[src/rtl/seg_scan_mux.sv]
// seg_scan_mux: eight-digit scanner for a seven-segment decoder.
// It holds a double-buffered nibble register file and steps sel through
// digits 0..7, holding each digit for DIV cycles. Staged contents are copied
// to the active bank only on the 7->0 step, so a frame never shows a mix of
// old and new digits.
module seg_scan_mux #(
  parameter int DIV = 100_000
) (
  input  logic       clk,
  input  logic       rst,
  input  logic       wr_en,
  input  logic [2:0] wr_addr,
  input  logic [3:0] wr_data,
  input  logic       commit,
  output logic [3:0] a,
  output logic [2:0] sel,
  output logic       frame_done,
  output logic       pending
);

  localparam int PW = (DIV > 2) ? $clog2(DIV) : 1;
  localparam logic [PW-1:0] PRESC_LAST = PW'(DIV - 1);

  typedef enum logic {S_IDLE, S_ARMED} state_t;

  logic [PW-1:0] r_presc;
  logic [2:0]    r_sel;
  logic [3:0]    r_stage  [8];
  logic [3:0]    r_active [8];
  state_t        r_state;
  logic          r_pending;
  logic          r_frame_done;

  logic w_step;
  logic w_wrap;
  logic w_apply;

  // A step ends each digit's hold time. A wrap is the step that takes sel
  // from 7 back to 0, i.e. the frame boundary.
  assign w_step  = (r_presc == PRESC_LAST);
  assign w_wrap  = w_step && (r_sel == 3'd7);
  // A commit arriving in the wrap cycle itself applies on that same edge.
  assign w_apply = w_wrap && ((r_state == S_ARMED) || commit);

  assign a          = r_active[r_sel];
  assign sel        = r_sel;
  assign frame_done = r_frame_done;
  assign pending    = r_pending;

  // Refresh prescaler, digit index and the frame-boundary pulse
  always_ff @(posedge clk) begin
    if (rst) begin
      r_presc      <= '0;
      r_sel        <= '0;
      r_frame_done <= 1'b0;
    end else begin
      r_frame_done <= w_wrap;
      if (w_step) begin
        r_presc <= '0;
        r_sel   <= r_sel + 3'd1;
      end else begin
        r_presc <= r_presc + 1'b1;
      end
    end
  end

  // Staging bank: host writes land here and never touch the display directly
  always_ff @(posedge clk) begin
    if (rst) begin
      for (int i = 0; i < 8; i++) r_stage[i] <= '0;
    end else if (wr_en) begin
      r_stage[wr_addr] <= wr_data;
    end
  end

  // Active bank: whole-frame copy from staging; a same-cycle write is not
  // included because the copy reads the pre-edge staging values
  always_ff @(posedge clk) begin
    if (rst) begin
      for (int i = 0; i < 8; i++) r_active[i] <= '0;
    end else if (w_apply) begin
      for (int i = 0; i < 8; i++) r_active[i] <= r_stage[i];
    end
  end

  // Commit FSM: arm on commit, disarm on the wrap; extra commits while armed
  // are absorbed into the single pending apply
  always_ff @(posedge clk) begin
    if (rst) begin
      r_state   <= S_IDLE;
      r_pending <= 1'b0;
    end else if (w_wrap) begin
      r_state   <= S_IDLE;
      r_pending <= 1'b0;
    end else if (commit && (r_state == S_IDLE)) begin
      r_state   <= S_ARMED;
      r_pending <= 1'b1;
    end
  end

endmodule

[config.mk]
export PLATFORM = sky130hd
export DESIGN_NAME = seg_scan_mux
export DESIGN_NICKNAME = d
export VERILOG_FILES = /design/src/rtl/seg_scan_mux.sv
export SDC_FILE = /design/constraint.sdc
export NUM_CORES = 1
export LEC_CHECK = 0
export ABC_CLOCK_PERIOD_IN_PS = 3780
export CORE_UTILIZATION = 30
export CTS_CLUSTER_DIAMETER = 30
export DETAILED_ROUTE_END_ITERATION = 8
export DONT_BUFFER_PORTS = 1
export HOLD_SLACK_MARGIN = 0.15
export MAX_ROUTING_LAYER = met4
export SETUP_SLACK_MARGIN = 0.3
export SYNTH_ARGS = -nofsm -noshare
export SYNTH_HDL_FRONTEND = slang
export SYNTH_SLANG_ARGS = --single-unit
[constraint.sdc]
create_clock -name clk -period 3.78 [get_ports clk]
set_clock_uncertainty 0.15 [all_clocks]
set_input_delay 0.189 -clock clk [delete_from_list [all_inputs] [get_ports clk]]
set_output_delay 0.189 -clock clk [all_outputs]
set_load 0.03 [all_outputs]
Yosys cells after proc, flatten, opt, wreduce, memory -nomap -nowiden
Memories as Yosys holds them, arrays and structs flattened. A register that Yosys moved wholly into a read port is not among the register bits.
Cells that the tools add are included.
{ "word_totals": {"reg_bits": 22, "ram_bits": 64, "in_bits": 11, "word_cells": 47, "n_memories": 2} }
{ "memory_table": {"columns": ["memory", "words", "width", "read_ports", "rd_clocked_by_memory_dff", "wr", "line_no", "source"], "rows": [
  ["r_active", 8, 4, 1, 1, 8, "29", "logic [3:0] r_active [8];"],
  ["r_stage", 8, 4, 8, 0, 8, "28", "logic [3:0] r_stage [8];"]
]} }
{ "classes": {"addsub": 2, "eq_ne": 2, "muxes": 21, "bitwise_logic": 9, "n_reduce_logical": 7} }
{ "ops": {"columns": ["cell", "count"], "rows": [
  ["two-way mux 4 bit", 9],
  ["adder 17 x 1 -> 17 bit (second input constant)", 1],
  ["equality test 17 bit (second input constant)", 1],
  ["two-way mux 1 bit", 9],
  ["two-way mux 3 bit", 3],
  ["bitwise OR 1 bit", 8],
  ["OR reduction 2 bit", 2],
  ["OR reduction 4 bit", 1],
  ["adder 3 x 1 -> 3 bit (second input constant)", 1],
  ["equality test 3 bit (second input constant)", 1],
  ["logical AND 1 bit", 3],
  ["logical OR 1 bit", 1],
  ["NOT 1 bit", 1]
]} }

Logic depth before layout (Yosys ltp)
{ "logic_depth": {"word_depth": 7, "depth_mapped": 8, "ltp_nobuf": 5} }

Worst setup path before layout
OpenSTA, ideal clock, no wires.
{ "synth_timing": {"path_kind": "flip-flop to flip-flop", "start": "reg r_presc[13]", "end": "mem r_active[0][0], enable pin", "arrival_ns": 3.206, "t_required_ns": 3.202, "setup_slack_ns": -0.004, "path_stages_with_launch": 6, "path_buffers": 1, "period_less_slack_ns": 3.784, "cell_sequence": "dfxtp_1 or4_1 or4_1 buf_2 or2_1 o21bai_1"} }
{ "synth_rtl": {"columns": ["item", "line_no", "source"], "rows": [
  ["start: declaration", "26", "logic [PW-1:0] r_presc;"],
  ["start signal: assignment", "62", "r_presc <= r_presc + 1'b1;"],
  ["end: declaration", "29", null]
]} }

==> results.yml <==
run_status:
  status: "completed"
clock_tree:
  h-tree-depth: 3
  root_buffer: "clkbuf_16"
  path_clk_slew_ns: 0.06
  max-clock-path-buffers: 2
  numCtsBuffers: 9
  clock_sinks: 89
  clock_latency_ns: 0.33
  cts_tree: "built"
  cts_setup_buffers: 0
setup_path:
  worstSetupEndpointType: "flip-flop"
  arrival_ns: 2.64
  critPathKind: "flip-flop to flip-flop"
  worstSetupStartpointType: "flip-flop"
  worst_ep_required_time_ns: 3.62
  worstPathMaxFanout: 32
placement:
  placedCellCount: 438
  place.gp.congestion: 0.7577
  dpl_worst_slack_ns: 0.9912
  hpwlAfterDp_um: 4173
  numPortBuffers: 0
grt:
  grt.met1_usage_pct: 13.38
  grtUsageTotal_pct: 10.91
  grt.busiest_layer: "met2"
  grt_util_met2_pct: 16.63
  grtUsageMet3_pct: 3.135
  grt_pass1_vias: 1945
  grt_max_degree: 33
  grt_first_pass_wirelength_um: 10280
  antenna_found_initial: 0
  overflow: 0
cells_and_area:
  drive_above_1_share_pct: 11.86
  antenna_cells: 0
  final_cell_mix: "edfxtp_1 (64), and2_1 (56), nor2_1 (30)"
  final_net_count: 304
  n_fill_cell: 1168
  area_growth_pct: 14.28
  finish.utilization_pct: 35.45
  final_common_cell: "edfxtp_1"
  stdcell_count: 463
timing:
  rsz0062_at_grt: "false"
  maxSlewHeadroom_pct: 37.37
  tightestPinTransition_ns: 0.9363
  setup_viol: 0
  slew_violations: 0
  worst_slack_ns: 0.9852
  finalHoldWorstSlack_ns: 0.1670
  fin_crit_ns: 2.795
  fin_crit_sh_pct: 73.94
  fin_tns_setup_ns: 0
  finalHoldViolCount: 0
  fmax_ghz: 0.3578
logic_synthesis:
  synth_mux_area_share_pct: 6.555
  ys_top_cells_by_area: "edfxtp_1 (51%), dfxtp_1 (13%), and2_1 (9.4%)"
  synthSimpleGateAreaFrac_pct: 21.64
  yosysWarnings: 0
  synth_top_family_by_area: "simple AND/OR/NAND/NOR gates"
  synth-seq-area-share_pct: 64.75
  yosysTopAreaCell: "edfxtp_1"
  synthAdderAreaFrac_pct: 1.003
  ys_ff_latch: 89
  synth_nets: 293
  synth_top_cell_area_share_pct: 51.37
  netlist_instances: 279
  yosys.area_share.xor_xnor_pct: 3.512
  synth.cell_area_um2: 3741
  synth-compound-area-share_pct: 0.5351
  avgSynthCellArea_um2: 13.41
  synth_cell_type_count: 34
drt:
  drtIter0Drc: 145
  drt-total-wl_um: 6037
  drc: 0
  via_per_inst: 4.261
  vias: 1973
  wl_per_cell_um: 13.04
  antenna_left: 0
  dr.pass1.iters: 4
pwr:
  powerDensity_nw_per_um2: 466.8
  leakage_uw: 0.001448
  max-vdd-ir-drop_uv: 224.9
die:
  die_w_um: 113.7
  die-area_um2: 12920
  die_h_um: 113.7
  pin_count: 20
  start_util_pct: 31.02
  rows: 40
  fp.coreArea_um2: 12060
job:
  max_cap_viol_count: 0
min_path:
  hold_class: "primary input to flip-flop"
## per-layer routing
metal | wire, um | vias to the layer above | part of all wire [%]
met2 | 2929 | 23 | 49
met3 | 173 | 5 | 2.9
met4 | 96 | 0 | 1.6
met1 | 2838 | 938 | 47
li1 | - | 1007 | -
met5 | 0 | - | 0
## sequential cells by signal, summed over array words and instances (netlist names), named ones only
register	flops
r_presc	17
r_stage	32
r_state	1
frame_done	1
r_active	32
sel	3
## where the power goes
group / internal [uW] / switching, uW / total [uW]
Clock: 503 / 327 / 831
Combinational: 25.8 / 40.0 / 65.8
Sequential: 1090 / 13.3 / 1100
Total: 1620 / 381 / 2000
## cells by family (layout without fill, tap and decap cells)
kind of cell | after synthesis | count (layout)
simple gates | 140 | 140
flops | 89 | 89
xor+xnor | 15 | 15
buf+inv | 15 | 31
mux | 14 | 14
fa+ha+maj | 3 | 3
compound gates | 3 | 3
## cell usage after synthesis
master,count
a21oi_1,1
and2_1,56
buf_2,3
buf_6,2
clkbuf_1,5
dfxtp_1,25
edfxtp_1,64
ha_1,3
inv_1,5
mux2_2,4
mux2i_1,2
mux4_2,8
nand2_1,4
nand2b_1,3
nand3_1,5
nand3b_1,1
nand4_1,4
nand4b_1,1
nand4bb_1,1
nor2_1,30
nor2b_1,8
nor3_1,5
nor3b_1,1
nor4_1,6
nor4_4,1
o21bai_1,1
o31ai_1,1
or2_0,1
or2_1,1
or2_2,8
or3b_2,1
or4_1,3
xnor2_1,13
xor2_1,2
## final cells by class
| class | count | area, um2 | area share (%) |
|---|---|---|---|
| clock inverter | 5 | 46.29 | 1.083 |
| multi-input combinational | 175 | 1247 | 29.18 |
| clock buffer | 11 | 232.7 | 5.443 |
| tap | 168 | 210.2 | 4.917 |
| inverter | 5 | 18.77 | 0.4390 |
| sequential | 89 | 2422 | 56.66 |
| timing repair buffer | 10 | 97.59 | 2.283 |
## stage by stage
step	total power, uW	cell area [um2]
global route	2071	4275
CTS	2014	4275
global placement	1170	3906
detailed placement	1172	3906
finish	1996	4275
floorplan	1161	3745
## critical path, cell delays in order, from the launching register on
cell      delay [ns]
dfxtp_1         0.33
or4_1           0.50
or4_1           0.65
or2_1           0.31
o21bai_2        0.12
buf_4           0.36
## path summary, 6_finish.rpt
kind	start	to	slack, ns	cells after the start
max	r_presc[13]$_SDFF_PP0_	r_active[0][2]$_SDFFCE_PN0P_	0.99	5
min	wr_addr[1]	r_stage[7][0]$_SDFFCE_PN0P_	0.17	3
max reg2reg	r_presc[13]$_SDFF_PP0_	r_active[0][2]$_SDFFCE_PN0P_	0.99	5
min reg2reg	r_presc[0]$_SDFF_PP0_	r_presc[0]$_SDFF_PP0_	0.32	1
## what timing repair did
item	CTS	global route
resized for setup	0	0
hold buffers	9	0
endpoints found under the setup margin	0	0
endpoints found under the hold margin	105	0
(Power assumes the default switching activity.)
